--- src/rtl/cp0_pkg.sv ---
// cp0_pkg: CP0 register numbers, SR/Cause field positions and the PRId value.
package cp0_pkg;
   localparam logic [4:0]  SEL_SR    = 5'd12;
   localparam logic [4:0]  SEL_CAUSE = 5'd13;
   localparam logic [4:0]  SEL_EPC   = 5'd14;
   localparam logic [4:0]  SEL_PRID  = 5'd15;
   localparam int          IM_HI     = 15;
   localparam int          IM_LO     = 10;
   localparam int          IP_HI     = 15;
   localparam int          IP_LO     = 10;
   localparam int          EXL_BIT   = 1;
   localparam int          IE_BIT    = 0;
   localparam logic [31:0] PRID_VAL  = 32'h0000_3000;
endpackage

--- src/rtl/cp0_sync.sv ---
// cp0_sync: parameterized-width two-flop synchronizer with sync reset to 0.
module cp0_sync #(
   parameter int W = 1
) (
   input  logic         clk,
   input  logic         rst,
   input  logic [W-1:0] d_i,
   output logic [W-1:0] q_o
);
   logic [W-1:0] s1_q, s2_q;
   always_ff @(posedge clk) begin
      s1_q <= rst ? '0 : d_i;
      s2_q <= rst ? '0 : s1_q;
   end
   assign q_o = s2_q;
endmodule

--- src/rtl/cp0.sv ---
// cp0: SR/Cause/EPC/PRId coprocessor with interrupt request generation.
// CP0_IRQ_SYNC_EN adds a two-flop synchronizer in front of the interrupt lines.
module cp0
   import cp0_pkg::*;
(
   input  logic        clk,
   input  logic        rst,
   input  logic [29:0] pc,
   input  logic [31:0] din,
   input  logic [4:0]  sel,
   input  logic        wen,
   input  logic        exl_set,
   input  logic        exl_clr,
   input  logic [5:0]  hwint,
   output logic        intreq,
   output logic [29:0] epc,
   output logic [31:0] dout
);
   logic [5:0]  hw_s;
   logic [5:0]  ip_q, im_q, im_d;
   logic        exl_q, exl_d, ie_q, ie_d;
   logic [29:0] epc_q, epc_d;
   logic        sr_we, epc_we;
`ifdef CP0_IRQ_SYNC_EN
   cp0_sync #(.W(6)) u_sync (
      .clk (clk),
      .rst (rst),
      .d_i (hwint),
      .q_o (hw_s)
   );
`else
   assign hw_s = hwint;
`endif
   assign sr_we  = wen && (sel == SEL_SR);
   assign epc_we = wen && (sel == SEL_EPC);
   // exl_set wins over both the SR write and eret so handler entry is never lost
   always_comb begin
      im_d  = sr_we ? din[IM_HI:IM_LO] : im_q;
      ie_d  = sr_we ? din[IE_BIT] : ie_q;
      exl_d = exl_set ? 1'b1 : sr_we ? din[EXL_BIT] : exl_clr ? 1'b0 : exl_q;
      epc_d = exl_set ? pc : epc_we ? din[31:2] : epc_q;
   end
   always_ff @(posedge clk) begin
      if (rst) begin
         ip_q  <= '0;
         im_q  <= '0;
         exl_q <= 1'b0;
         ie_q  <= 1'b0;
         epc_q <= '0;
      end else begin
         ip_q  <= hw_s;
         im_q  <= im_d;
         exl_q <= exl_d;
         ie_q  <= ie_d;
         epc_q <= epc_d;
      end
   end
   assign intreq = |(ip_q & im_q) & ie_q & ~exl_q & ~rst;
   assign epc    = epc_q;
   always_comb begin
      dout = '0;
      dout[IM_HI:IM_LO] = (sel == SEL_SR) ? im_q : '0;
      dout[IP_HI:IP_LO] = (sel == SEL_CAUSE) ? ip_q : dout[IP_HI:IP_LO];
      dout[EXL_BIT] = (sel == SEL_SR) & exl_q;
      dout[IE_BIT] = (sel == SEL_SR) & ie_q;
      dout = (sel == SEL_EPC) ? {epc_q, 2'b00} : (sel == SEL_PRID) ? PRID_VAL : dout;
   end
endmodule

--- config.mk ---
export PLATFORM = sky130hd
export DESIGN_NAME = cp0
export DESIGN_NICKNAME = d
export VERILOG_FILES = /design/src/rtl/cp0_pkg.sv /design/src/rtl/cp0_sync.sv /design/src/rtl/cp0.sv
export SDC_FILE = /design/constraint.sdc
export NUM_CORES = 1
export LEC_CHECK = 0
export ABC_AREA = 1
export CAP_MARGIN = 20
export CORE_UTILIZATION = 30
export CTS_BUF_LIST = sky130_fd_sc_hd__clkbuf_8
export DETAILED_ROUTE_END_ITERATION = 8
export GPL_TIMING_DRIVEN = 0
export PLACE_DENSITY = 0.65
export REMOVE_ABC_BUFFERS = 1
export SLEW_MARGIN = 10
export SYNTH_ARGS = -nofsm -noshare
export SYNTH_HDL_FRONTEND = slang
export SYNTH_SLANG_ARGS = --single-unit
--- constraint.sdc ---
create_clock -name clk -period 1.6 [get_ports clk]
set_clock_uncertainty 0.1 [all_clocks]
set_input_delay 0.32 -clock clk [delete_from_list [all_inputs] [get_ports clk]]
set_output_delay 0.32 -clock clk [all_outputs]
set_load 0.05 [all_outputs]
==> metrics.md, run 1 <==
| Metric | Value |
|---|---|
| Leading cell type in the layout, fill and taps excluded | nand2_1 |
| Non-Filler Cell Area, Final | 4540 sq um |
| Rows | 33 |
| Number of hold violations in the final report | 0 |
| Largest net degree at the start of global routing | 35 |
| CP arrival | 1.34 ns |
| Sequential Area | 883 sq um |
| Average size of a mapped cell | 6.24 sq um |
| Via/cell ratio | 4.55 |
| Clock buffer depth | 2 |
| Slew Limit Fails | 0 |
| Async SR Flop Fraction | 0 |
| RSZ-0062 raised after global routing | true |
| Final setup margin | -0.156 ns |
| Area growth syn-to-layout | 71.3% |
| Buf/Inv on CP | 3 |
| Register area share after synthesis | 0.332 |
| Highest clock rate | 569 MHz |
| Met1 wire length | 3670 microns |
| Multi-input logic area | 1570 sq um |
| CP endpoint kind | output pin |
| Antenna-violating nets left | 0 |
| Critical Path Stages | 8 |
| Gate Count Post-Synth | 425 |
| Worst hold path depth | 2 |
| DRC | 0 |
| Peak supply drop | 353 uV |
| Most used DFF post-synth | dfxtp_1 |
| Max-Cap Viols | 0 |
| Initial antenna violation count | 0 |
| Metal2 WL | 4250 microns |
| Cts bufs inserted | 5 |
| Clock-pin slew on the worst setup and hold paths | 0.09 ns |
| Critical path peak fanout | 4 |
| Pwr per Cell Area | between 600 and 700 nW/um^2 |
| Netlist Area Pre-Place | 2650 sq um |
| Fillers | approximately 850 |
| Hold Buf Count CTS | 0 |
| Dpl cells | approximately 650 |
| Leak | 2.10 nW |
| Outcome | finished with violations |
| Fin Setup TNS | -3.01 ns |
| Critical Path, Cell by Cell | buf_6 -> nand2_4 -> nor2_4 -> and2_4 -> buf_12 -> nand2_4 -> o211ai_1 -> buf_4 |
| Vias | 3067 |
| Final Wtd Congestion | 0.864 |
| IO buf count | 140 |
| DP Wirelength | 5390 microns |
| TritonCTS clock tree | built |
| DR top layer | met4 |
| Most frequent cells in the layout | 139 x nand2_1, 78 x nor2_1, 69 x clkdlybuf4s50_1, 42 x dfxtp_1, 39 x inv_1 |
| Vias in the first global route | 2847 |
| Drt first pass iters | 4 |
| Final setup viols | 31 |
| H-tree Lvls | 2 |
| Final Non-Filler Cells | 674 |
| Setup CP Type | input pin to output pin |
| EDFF count, synth | 0 |
| Minimum clock period | around 1.8 ns |
| Fin crit share | 1.10 |
| Io pins | 141 |
| Power Total | 2.97 mW |
| Worst r2r path cells | 6 |
| Worst Hold Slack | 0.286 ns |
| CTS sink count | between 40 and 50 |
| Root Driver | clkbuf_8 |
| Core area | 8380 sq um |
| Critical-path top delay cell | buf_4 |
| HP Class | input pin to flop |
| First-pass GRT wire length | roughly 13000 microns |
| Critical Path Source Type | input pin |
| Final core utilization | 0.542 |
| DP Area | around 4000 sq um |
| Diode count | 0 |
| Slew at the pin with the worst max-slew slack | approximately 0.53 ns |
| Distinct cells, synth | 27 |
| Worst path most repeated cell | nand2_4 |
| Share of cells above drive strength 1 | 0.230 |
| Die area | approximately 9200 sq um |
| Slew HR | 0.647 |
| DIE WIDTH | 96.0 microns |
| GRT overflow | 0 |
| Final nets | 646 |
| Clk Latency, worst-skew pair | 0.30 ns |
| Required time of the critical path | 1.18 ns |
| Failing checks | negative setup slack |
| Max incr delay on CP | 0.24 ns |
| Seq cells post-synth | 44 |
| Pre-CTS setup slack | -2.05 ns |
| Delay-heaviest family, CP | buffers and inverters |
| Die Y | 96.0 microns |
| Starting DRC count in detailed routing | 73 |
| WL met3 | 565 microns |
| Drt wl/cell | 12.8 microns |
| Synth Warn # | 0 |
| GRT Total Usage | 0.190 |
| Initial core utilization | 0.316 |
| WL final | about 8600 microns |
worst paths after layout:
check,start,end,slack [ns]
setup / recovery,sel[2],dout[10],-0.16
hold / removal,rst,ip_q[4],0.29
setup reg to reg,exl_q,exl_q,0.75
hold reg to reg,im_q[2],im_q[2],0.40
layer usage:
layer | vias up | global-route usage
li1 | 1568 | -
met4 | 0 | 0.0609
met3 | 10 | 0.0395
met1 | 1381 | 0.225
met2 | 108 | 0.340
met5 | - | 0
area by class of cell:
| type | count | area share |
|---|---|---|
| clock buffers | 5 | 0.0152 |
| well taps | 105 | 0.0289 |
| repair inverters | 4 | 0.0135 |
| inverters | 45 | 0.0468 |
| clock inverters | 3 | 0.00937 |
| repair buffers | 155 | 0.345 |
| flip-flops and latches | 44 | 0.195 |
| multi-input cells | 313 | 0.347 |
power breakdown:
| group | total [mW] | switching [mW] | internal, mW |
|---|---|---|---|
| logic | 0.916 | 0.551 | 0.365 |
| clock network | 0.851 | 0.389 | 0.462 |
| registers | 1.20 | 0.0374 | 1.16 |
what timing repair did:
action	4_1_cts	5_1_grt
gates cloned	5	0
setup buffers	12	4
resized for setup	354	43
endpoints found under the setup margin	101	77
pin swaps	10	11
kinds of logic (layout without fill, tap and decap cells):
kind of cell | count (synthesis) | after routing | synth area share
simple gates | 302 | 303 | 0.522
buf+inv | 69 | 212 | 0.122
flops | 44 | 44 | 0.332
compound gates | 10 | 10 | 0.0231
Yosys cell counts (2+ instances only):
| library cell | count | area (sq um) |
|---|---|---|
| buf_4 | 2 | 15.0 |
| nor2_1 | 84 | 315 |
| nand3_1 | 37 | 185 |
| buf_6 | 2 | 22.5 |
| buf_12 | 2 | 40.0 |
| buf_1 | 2 | 7.51 |
| dfxtp_1 | 44 | 881 |
| nand2_1 | 145 | 544 |
| inv_2 | 2 | 7.51 |
| a21oi_1 | 4 | 20.0 |
| buf_2 | 6 | 30.0 |
| nand4_1 | 5 | 31.3 |
| inv_1 | 41 | 154 |
| nor2_4 | 21 | 236 |
| clkbuf_1 | 10 | 37.5 |
| o211ai_1 | 4 | 30.0 |
| nand3b_1 | 3 | 22.5 |
| nand2_2 | 2 | 12.5 |
worst register-to-register path, cell delays in order, from the launching register on:
cell and delay [ns]:
dfxtp_1 0.31, inv_1 0.08, nor2_1 0.05, nand2_1 0.05, nand3_1 0.06, nand2_1 0.06, inv_1 0.04
registers in the layout (all words and copies together), names as in the netlist:
register / cells
ip_q: 6
exl_q: 1
epc: 30
im_q: 6
ie_q: 1
(Power assumes the default switching activity.)
==> run 2, diff against run 1 <==
Settings changed: CORE_UTILIZATION 30 to 41, PLACE_DENSITY 0.65 to 0.84, RECOVER_POWER from default to 100.
==> run 2 against run 1 <==
- global-route usage grew 6.8 points
- first-iteration DRC count increased by 110%
- routed wire length is 2.0% higher
- worst hold slack better by 0.0046 ns
- sequential share of layout area rose by 0.44 points
- utilization increased by 19 points
- cell count decreased by 4.6%
- critical path type unchanged
- die area down 26%
- the flow still finishes with violations (negative setup slack)
- sequential cell count stayed put
==> metrics.md, run 2 (synthesis gave the netlist of run 1 again) <==
| Metric | Value |
|---|---|
| Slew Limit Fails | 0 |
| Pwr per Cell Area | slightly below 700 nW/um^2 |
| Met1 wire length | 3410 microns |
| Fin Setup TNS | -1.42 ns |
| Final nets | 645 |
| Antenna-violating nets left | 0 |
| Area growth syn-to-layout | 67.8% |
| Slew at the pin with the worst max-slew slack | 0.572 ns |
| GRT overflow | 0 |
| HP Class | input pin to flop |
| CP endpoint kind | output pin |
| DRC | 0 |
| Final setup viols | 31 |
| Drt wl/cell | 13.6 microns |
| CTS sink count | 44 |
| Outcome | finished with violations |
| Critical path peak fanout | 6 |
| Initial core utilization | 0.437 |
| Vias in the first global route | 2936 |
| Die Y | 82.4 microns |
| DR top layer | met4 |
| Root Driver | clkbuf_8 |
| Die area | 6790 sq um |
| Leak | 2.11 nW |
| WL met3 | between 700 and 800 microns |
| Critical Path Source Type | input pin |
| Setup CP Type | input pin to output pin |
| Max-Cap Viols | 0 |
| Final Wtd Congestion | between 0.8 and 0.9 |
| Rows | 28 |
| Initial antenna violation count | 0 |
| GRT Total Usage | 0.257 |
| Clock buffer depth | 2 |
| Part of the power in registers | 0.401 |
| Largest net degree at the start of global routing | 35 |
| Most frequent cells in the layout | 139 x nand2_1, 78 x nor2_1, 63 x clkdlybuf4s50_1, 41 x dfxtp_1, 38 x inv_1 |
| Metal2 WL | 4450 microns |
| Sw frac | 0.325 |
| Leading cell type in the layout, fill and taps excluded | nand2_1 |
| CP arrival | 1.28 ns |
| Vias | 3158 |
| Number of hold violations in the final report | 0 |
| Clock power share | 0.298 |
| Share of cells above drive strength 1 | 0.238 |
| Slew HR | 0.617 |
| Hold Buf Count CTS | 0 |
| First-pass GRT wire length | 13200 microns |
| DP Wirelength | 5440 microns |
| H-tree Lvls | 2 |
| Via/cell ratio | between 4 and 5 |
| Core area | 6060 sq um |
| DIE WIDTH | 82.4 microns |
| Combinational share of power | 0.301 |
| Peak supply drop | approximately 570 uV |
| TritonCTS clock tree | built |
| Diode count | 0 |
| Highest clock rate | 588 MHz |
| Worst Hold Slack | 0.291 ns |
| Minimum clock period | 1.70 ns |
| Internal power | 2.03 mW |
| Cts bufs inserted | 5 |
| IO buf count | 140 |
| Failing checks | negative setup slack |
| Drt first pass iters | 4 |
| RSZ-0062 raised after global routing | true |
| Clock-pin slew on the worst setup and hold paths | 0.09 ns |
| Io pins | 141 |
| WL final | slightly below 9000 microns |
| Required time of the critical path | 1.18 ns |
| Switching pwr | roughly 0.97 mW |
| Starting DRC count in detailed routing | around 150 |
| Final setup margin | -0.0998 ns |
| Max reg flops | 30 |
| Fin crit share | 1.06 |
| Clk Latency, worst-skew pair | between 0.2 and 0.3 ns |
==> run 2: changes by cell type in the layout (fill, tap and decap cells not counted), sizes merged, moves of 3 or more <==
cell	before	now
buf	54	51
dlygate4sd3	0	6
dlygate4sd2	0	5
clkdlybuf4s50	69	63
clkdlybuf4s15	23	15
clkbuf	13	20
==> run 2: final cells by class <==
class,count,area (sq um)
multi-input combinational,313,1570
sequential,44,885
timing repair inverter,4,56.3
inverter,45,205
clock buffer,6,82.6
fill,516,1620
tap,75,93.8
clock inverter,2,38.8
timing repair buffer,154,1520
==> run 2: timing repair <==
item	CTS	global route
pin swaps	9	10
cloned	5	0
hold endpoints to repair	0	0
setup buffers	12	1
gates resized for setup	352	44
setup endpoints to repair	101	51
==> run 2: worst max-delay path: stages <==
cell and delay, ns:
buf_6 0.08, nand2_4 0.05, buf_4 0.14, nor2_4 0.20, nand3_1 0.12, o211ai_1 0.13
buf_4 0.24
==> run 2: path summary, 6_finish.rpt <==
check / start / to / slack, ns / cells past startpoint
worst max-delay path: sel[3] / dout[14] / -0.1 / 7
worst min-delay path: rst / ip_q[3] / 0.29 / 2
worst max register to register: epc[27] / epc[27] / 0.74 / 4
worst min register to register: im_q[3] / im_q[3] / 0.39 / 2
==> run 2: metal layers <==
metal / vias up / track usage
met5: - / 0
met4: 0 / 0.0930
met3: 18 / 0.0516
met2: 144 / 0.469
met1: 1419 / 0.295
li1: 1577 / -
==> run 2: per-stage QoR <==
| stage | utilization | worst slack, ns | std cells | power, mW | cell area [sq um] |
|---|---|---|---|---|---|
| 3_3_place_gp | 0.659 | -1.99 | 616 | 2.08 | 3990 |
| 5_1_grt | 0.733 | -0.136 | 643 | 3.14 | 4450 |
| 4_1_cts | 0.730 | -0.135 | 642 | 3.02 | 4430 |
| 6_report | 0.733 | -0.0998 | 643 | 3.00 | 4450 |
| 2_1_floorplan | - | -0.665 | 401 | 1.71 | 2500 |
| 3_5_place_dp | 0.661 | -2.02 | 617 | 2.10 | 4000 |
==> run 2: power by group through the flow <==
stage          clock network, mW  registers (mW)  logic [mW]
4_1_cts                    0.920            1.20       0.903
5_1_grt                    0.954            1.21       0.975
3_3_place_gp                   0            1.22       0.864
3_5_place_dp                   0            1.22       0.879
2_1_floorplan                  0            1.42       0.289
6_report                   0.895            1.20       0.904
